<file path="src/rtl/xmit_gen_pkg.sv">
// Shared types and constants for the xmit-path frame generator.
package xmit_gen_pkg;

  typedef enum logic [1:0] {
    MODE_FILL  = 2'd0,
    MODE_INCR  = 2'd1,
    MODE_LFSR  = 2'd2,
    MODE_CONST = 2'd3
  } mode_e;

  typedef enum logic [1:0] {
    ST_IDLE = 2'd0,
    ST_DATA = 2'd1,
    ST_GAP  = 2'd2
  } state_e;

  // Taps for x^8+x^6+x^5+x^4+1 on a left-shifting register (bits 7,5,4,3).
  localparam logic [7:0] LFSR_TAPS = 8'hB8;
  localparam logic [7:0] LFSR_SEED = 8'hFF;
  localparam logic [7:0] FILL_EDGE = 8'h00;
  localparam logic [7:0] FILL_BODY = 8'hFF;

  function automatic logic [7:0] lfsr_step(input logic [7:0] s);
    return {s[6:0], ^(s & LFSR_TAPS)};
  endfunction

endpackage

</file>
<file path="src/rtl/xmit_pattern_gen.sv">
// Payload byte generator; the LFSR only advances when a byte is actually issued.
module xmit_pattern_gen
  import xmit_gen_pkg::*;
#(
  parameter int LEN_W      = 12,
  parameter int EDGE_BYTES = 4
) (
  input  logic             clk_sys,
  input  logic             reset,
  input  mode_e            mode,
  input  logic [LEN_W-1:0] idx,
  input  logic [LEN_W-1:0] len,
  input  logic [7:0]       fill,
  input  logic             advance,
  output logic [7:0]       pat_byte
);

  localparam logic [LEN_W-1:0] EDGE = LEN_W'(EDGE_BYTES);

  logic [7:0] lfsr;
  logic [7:0] lfsr_cur;

  // Byte 0 of every frame restarts from the seed regardless of register contents.
  assign lfsr_cur = (idx == '0) ? LFSR_SEED : lfsr;

  always_ff @(posedge clk_sys or posedge reset) begin
    if (reset) begin
      lfsr <= LFSR_SEED;
    end else if (advance) begin
      lfsr <= lfsr_step(lfsr_cur);
    end
  end

  always_comb begin
    pat_byte = 8'h00;
    unique case (mode)
      MODE_FILL:  pat_byte = (idx < EDGE || idx >= len - EDGE) ? FILL_EDGE : FILL_BODY;
      MODE_INCR:  pat_byte = 8'(idx);
      MODE_LFSR:  pat_byte = lfsr_cur;
      MODE_CONST: pat_byte = fill;
      default:    pat_byte = 8'h00;
    endcase
  end

endmodule

</file>
<file path="src/rtl/xmit_frame_gen.sv">
// Configurable burst frame source feeding xmitTop; all outputs are registered.
module xmit_frame_gen
  import xmit_gen_pkg::*;
#(
  parameter int DATA_W     = 8,
  parameter int LEN_W      = 12,
  parameter int CNT_W      = 8,
  parameter int EDGE_BYTES = 4,
  parameter int MIN_LEN    = 8
) (
  input  logic               clk_sys,
  input  logic               reset,
  input  logic               cfg_start,
  input  logic               cfg_stop,
  input  logic [LEN_W-1:0]   cfg_len,
  input  logic [CNT_W-1:0]   cfg_count,
  input  logic [CNT_W-1:0]   cfg_gap,
  input  logic [1:0]         cfg_mode,
  input  logic [7:0]         cfg_fill,
  input  logic               cfg_hi_pri,
  input  logic               cfg_pri_alt,
  input  logic               gen_stall,
  output logic [DATA_W-1:0]  gen_data,
  output logic               gen_data_valid,
  output logic               gen_frame_valid,
  output logic [2*LEN_W-1:0] gen_ctrl,
  output logic               gen_hi_priority,
  output logic               busy,
  output logic               done,
  output logic [CNT_W-1:0]   frames_sent
);

  localparam logic [LEN_W-1:0] MIN_LEN_V = LEN_W'(MIN_LEN);

  state_e           state_q, state_d;
  logic [LEN_W-1:0] len_q, idx_q, idx_d, issue_idx, run_len, start_len;
  logic [CNT_W-1:0] count_q, gap_q, gcnt_q, gcnt_d, sent_d, sent_inc;
  mode_e            mode_q, run_mode;
  logic [7:0]       fill_q, run_fill, pat_byte;
  logic             hi_q, alt_q, odd_q, odd_d, stop_q, stop_d, stop_eff;
  logic             issue, end_run, start_run, issue_pri;

  // In IDLE the first byte is issued straight from the cfg inputs being latched.
  assign start_len = (cfg_len < MIN_LEN_V) ? MIN_LEN_V : cfg_len;
  assign start_run = (state_q == ST_IDLE) && cfg_start;
  assign run_len   = (state_q == ST_IDLE) ? start_len : len_q;
  assign run_mode  = (state_q == ST_IDLE) ? mode_e'(cfg_mode) : mode_q;
  assign run_fill  = (state_q == ST_IDLE) ? cfg_fill : fill_q;
  assign stop_eff  = stop_q | cfg_stop;
  assign sent_inc  = frames_sent + CNT_W'(1);
  assign issue_pri = ((state_q == ST_IDLE) ? cfg_hi_pri : hi_q) ^
                     (((state_q == ST_IDLE) ? cfg_pri_alt : alt_q) & odd_d);

  always_comb begin
    state_d   = state_q;
    idx_d     = idx_q;
    gcnt_d    = gcnt_q;
    sent_d    = frames_sent;
    odd_d     = odd_q;
    stop_d    = stop_q | (cfg_stop && state_q != ST_IDLE);
    issue     = 1'b0;
    issue_idx = '0;
    end_run   = 1'b0;
    unique case (state_q)
      ST_IDLE: begin
        if (cfg_start) begin
          state_d = ST_DATA;
          issue   = 1'b1;
          idx_d   = LEN_W'(1);
          sent_d  = '0;
          odd_d   = 1'b0;
        end
      end
      ST_DATA: begin
        // idx_q == len_q means the last byte is on the outputs this cycle.
        if (idx_q == len_q) begin
          sent_d = sent_inc;
          odd_d  = ~odd_q;
          if ((count_q != '0 && sent_inc == count_q) || stop_eff) begin
            end_run = 1'b1;
          end else if (gap_q != '0) begin
            state_d = ST_GAP;
            gcnt_d  = gap_q;
          end else if (!gen_stall) begin
            issue = 1'b1;
            idx_d = LEN_W'(1);
          end else begin
            idx_d = '0;
          end
        end else if (!gen_stall) begin
          issue     = 1'b1;
          issue_idx = idx_q;
          idx_d     = idx_q + LEN_W'(1);
        end
      end
      ST_GAP: begin
        if (gcnt_q == CNT_W'(1)) begin
          if (stop_eff) begin
            end_run = 1'b1;
          end else begin
            state_d = ST_DATA;
            if (!gen_stall) begin
              issue = 1'b1;
              idx_d = LEN_W'(1);
            end else begin
              idx_d = '0;
            end
          end
        end else begin
          gcnt_d = gcnt_q - CNT_W'(1);
        end
      end
      default: state_d = ST_IDLE;
    endcase
    if (end_run) begin
      state_d = ST_IDLE;
      stop_d  = 1'b0;
    end
  end

  always_ff @(posedge clk_sys or posedge reset) begin
    if (reset) begin
      state_q     <= ST_IDLE;
      idx_q       <= '0;
      gcnt_q      <= '0;
      odd_q       <= 1'b0;
      stop_q      <= 1'b0;
      frames_sent <= '0;
    end else begin
      state_q     <= state_d;
      idx_q       <= idx_d;
      gcnt_q      <= gcnt_d;
      odd_q       <= odd_d;
      stop_q      <= stop_d;
      frames_sent <= sent_d;
    end
  end

  always_ff @(posedge clk_sys or posedge reset) begin
    if (reset) begin
      len_q           <= '0;
      count_q         <= '0;
      gap_q           <= '0;
      mode_q          <= MODE_FILL;
      fill_q          <= '0;
      hi_q            <= 1'b0;
      alt_q           <= 1'b0;
      gen_data        <= '0;
      gen_data_valid  <= 1'b0;
      gen_frame_valid <= 1'b0;
      gen_ctrl        <= '0;
      gen_hi_priority <= 1'b0;
      busy            <= 1'b0;
      done            <= 1'b0;
    end else begin
      if (start_run) begin
        len_q   <= start_len;
        count_q <= cfg_count;
        gap_q   <= cfg_gap;
        mode_q  <= mode_e'(cfg_mode);
        fill_q  <= cfg_fill;
        hi_q    <= cfg_hi_pri;
        alt_q   <= cfg_pri_alt;
      end
      gen_data        <= issue ? {(DATA_W/8){pat_byte}} : '0;
      gen_data_valid  <= issue;
      gen_frame_valid <= issue && (issue_idx == '0);
      gen_ctrl        <= (issue && issue_idx == '0) ? {run_len, run_len} : '0;
      if (issue) begin
        gen_hi_priority <= issue_pri;
      end else if (end_run) begin
        gen_hi_priority <= 1'b0;
      end
      busy <= (state_d != ST_IDLE);
      done <= end_run;
    end
  end

  xmit_pattern_gen #(
    .LEN_W      (LEN_W),
    .EDGE_BYTES (EDGE_BYTES)
  ) u_pattern (
    .clk_sys  (clk_sys),
    .reset    (reset),
    .mode     (run_mode),
    .idx      (issue_idx),
    .len      (run_len),
    .fill     (run_fill),
    .advance  (issue),
    .pat_byte (pat_byte)
  );

endmodule

</file>
<file path="config.mk">
export PLATFORM = sky130hd
export DESIGN_NAME = xmit_frame_gen
export DESIGN_NICKNAME = d
export VERILOG_FILES = /design/src/rtl/xmit_gen_pkg.sv /design/src/rtl/xmit_pattern_gen.sv /design/src/rtl/xmit_frame_gen.sv
export SDC_FILE = /design/constraint.sdc
export NUM_CORES = 1
export LEC_CHECK = 0
export ABC_CLOCK_PERIOD_IN_PS = 3600
export CAP_MARGIN = 30
export CORE_MARGIN = 2
export CORE_UTILIZATION = 25
export DETAILED_ROUTE_END_ITERATION = 10
export GPL_ROUTABILITY_DRIVEN = 0
export PLACE_DENSITY = 0.42
export SLEW_MARGIN = 20
export SYNTH_ARGS = -nofsm -noshare
export SYNTH_HDL_FRONTEND = slang
export SYNTH_SLANG_ARGS = --single-unit
</file>
<file path="constraint.sdc">
create_clock -name clk_sys -period 3.6 [get_ports clk_sys]
set_input_delay 0.36 -clock clk_sys [delete_from_list [all_inputs] [get_ports clk_sys]]
set_output_delay 0.36 -clock clk_sys [all_outputs]
set_load 0.005 [all_outputs]
</file>
==> flow_metrics.env <==
export IMPL_outcome="finished clean"
export IMPL_period_minus_slack_ns=3.40
export IMPL_yosysWarnings=0
export IMPL_grt_first_pass_wirelength_um=28700
export IMPL_synth_area_top_cells="dfrtp_1 (39%), mux2_2 (7.7%), o21ai_0 (5.0%)"
export IMPL_vias=5275
export IMPL_routed_wl_um=17800
export IMPL_period_share=0.945
export IMPL_start_util=0.252
export IMPL_p_comb_frac=0.460
export IMPL_cts_clk_slew_worst_paths_ns=0.08
export IMPL_fin_cells=1094
export IMPL_switching_power_uw=2080
export IMPL_final_common_cell="dfrtp_1"
export IMPL_yosys_area_top_type="dfrtp_1"
export IMPL_firstDrtPassIters=5
export IMPL_drt_wirelength_per_cell_um=16.3
export IMPL_ys_ff_latch=105
export IMPL_drc_errors=0
export IMPL_cp_required_ns=3.88
export IMPL_clock_latency_ns=0.36
export IMPL_cts_inserted_buffers=9
export IMPL_dieWidth_um=163
export IMPL_io_pin_count=90
export IMPL_crit_chain="clkdlybuf4s50_1 -> nor4_1 -> buf_4 -> a31oi_2 -> a31oi_2 -> nor2_1 -> xor2_1 -> o21ai_1 -> ha_1 -> a21o_1 -> a21o_1 -> a2111oi_2 -> o31a_1 -> o2111ai_1 -> a21o_2 -> a21oi_1"
export IMPL_rsz0062_at_grt="false"
export IMPL_die_y_um=163
export IMPL_synth_edff_count=0
export IMPL_drive_above_1_share=0.187
export IMPL_area_growth_syn_to_layout_pct=28.9
export IMPL_fin_skew_ns=0.0136
export IMPL_synth_cell_area_um2=6290
export IMPL_place_port_buffers=89
export IMPL_seq_area_frac_synth=0.419
export IMPL_path_class="in -> reg"
export IMPL_vias_per_cell=4.82
export IMPL_htreeDepth=3
export IMPL_synth_async_reset_ratio=1.00
export IMPL_crit_buf_inv=2
export IMPL_hold_viol=0
export IMPL_reg_largest_list="gen_ctrl (12), idx_q (12), len_q (12)"
export IMPL_drt_iter0_markers=259
export IMPL_power_frac_clock=0.196
export IMPL_final_cell_mix="dfrtp_1 (97), clkdlybuf4s50_1 (89), o21ai_0 (62)"
export IMPL_globalRouteOverflowTotal=0
export IMPL_netlist_area_leader_share=0.386
export IMPL_tightest_slew_ns=0.780
export IMPL_fin_util=0.325
export IMPL_p_sw_frac=0.373
export IMPL_rr_worst_depth=15
export IMPL_grt_max_degree=64
export IMPL_synth_flop_cell="dfrtp_1"
export IMPL_maxSlewViolCount=0
export IMPL_arrival_ns=3.68
export IMPL_die_area_um2=26400
export IMPL_slowest_delay_ns=0.41
export IMPL_vdd_ir_drop_worst_v=0.000296
export IMPL_place_inst=1075
export IMPL_clock_sinks=105
export IMPL_setup_viol=0
export IMPL_max_freq_ghz=0.294
export IMPL_hold_path_class="in -> async"
export IMPL_grt_antenna_before_repair=0
export IMPL_maxCapViolCount=0
export IMPL_core_rowCount=58
export IMPL_nNetsFinal=825
export IMPL_cts_hold_buf=0
export IMPL_crit_cells=16
export IMPL_syn_inst=652
export IMPL_clockBufferDepth=2
export IMPL_syn_num_nets=718
export IMPL_globalRouteTotalUtil=0.138
export IMPL_startpoint_type="input pin"
export IMPL_slew_headroom=0.476
export IMPL_grt_pass1_vias=5355
export IMPL_worstSetupEndpointType="register"
export IMPL_ys_types=68
export IMPL_synth_area_per_cell_um2=9.65
export IMPL_leakage_uw=0.00339
export IMPL_hpwl_um=13400
export IMPL_p_per_area_nw_per_um2=686
export IMPL_intPower_uw=3480
export IMPL_power_frac_seq=0.344
export IMPL_critPathSlowestCell="clkdlybuf4s50_1"
export IMPL_cts_root_buf="clkbuf_16"
export IMPL_core_um2=25000
export IMPL_cp_top_family="compound AO/OA/AOI/OAI gates"
export IMPL_cts_tree="built"
export IMPL_crit_fanout=8
export IMPL_drtAntennaViolNets=0
export IMPL_antenna_cells=0
export IMPL_hold_ws_ns=0.434
-- Yosys cell counts, types with 8 or more instances --
master / number
nand2b_1: 11
nand4_1: 8
nor2_1: 53
inv_1: 18
dfstp_2: 8
xnor2_1: 18
nand3_1: 19
and3_1: 12
and2_1: 13
nand2_1: 43
nor3_1: 11
dfrtp_1: 97
buf_4: 14
o31ai_1: 14
mux2_2: 43
a21oi_1: 25
ha_1: 21
o21ai_0: 63
mux2i_1: 10
nor2b_1: 9
xor2_1: 14
a221oi_1: 9
clkbuf_1: 16
-- power groups by stage --
stage	Combinational (µW)	Clock, µW	Sequential, µW
6_report	2560	1090	1910
5_1_grt	2810	1170	1980
4_1_cts	2520	1130	1920
3_5_place_dp	2490	0	1940
3_3_place_gp	2460	0	1930
2_1_floorplan	1600	0	1850
-- per-stage QoR --
step / power [µW] / setup slack, ns / cell area, µm² / setup TNS [ns]
CTS: 5570 / 0.0147 / 8050 / 0
global route: 5950 / 0.00984 / 8110 / 0
floorplan: 3450 / 0.0767 / 6290 / 0
finish: 5560 / 0.198 / 8110 / 0
detailed placement: 4430 / -0.357 / 7720 / -2.61
global placement: 4390 / -0.377 / 7720 / -2.99
-- repair_timing --
action / CTS / global route
resized for setup: 2 / 11
setup buffers: 1 / 2
endpoints found under the hold margin: 0 / 0
setup endpoints to repair: 2 / 8
pin swaps: 1 / 6
-- worst paths after layout --
check                                               from                       endpoint  slack [ns]
setup / recovery                              cfg_len[3]          gen_data[0]$_DFF_PP0_        0.20
max in group asynchronous                          reset  u_pattern.lfsr[0]$_DFFE_PP1P_        2.36
setup reg to reg                    state_q[0]$_DFF_PP0_          gen_data[7]$_DFF_PP0_        0.21
hold reg to reg            u_pattern.lfsr[0]$_DFFE_PP1P_  u_pattern.lfsr[0]$_DFFE_PP1P_        0.50
hold / removal                                     reset           idx_q[5]$_DFFE_PP0P_        0.43
min in group clk_sys       u_pattern.lfsr[0]$_DFFE_PP1P_  u_pattern.lfsr[0]$_DFFE_PP1P_        0.50
-- layer usage --
metal,GRT usage,wire [µm],part of all wire
met1,0.176,8160,0.46
met2,0.240,8630,0.48
met3,0.0255,767,0.043
met4,0.0366,293,0.016
met5,0,0,0
-- logic make-up (layout without fill, tap and decap cells) --
kind of cell               count (synthesis)  count (layout)  synth area share
AOI/OAI and AO/OA                        162             162             0.167
xor gates and xnor gates                  33              33            0.0471
adders and majority gates                 21              21            0.0418
buffers and inverters                     62             174            0.0493
DFF                                      105             105             0.419
muxes                                     53              53            0.0929
and+or+nand+nor                          216             216             0.182
-- final cells by class --
class | count | area, µm²
multi-input cells | 485 | 3390
fillers | 2579 | 16900
repair buffers | 139 | 1280
clock buffers | 10 | 229
inverters | 19 | 73.8
clock inverters | 6 | 91.3
flip-flops and latches | 105 | 2640
well taps | 330 | 413
No activity file was read; power rests on OpenSTA's default activity.
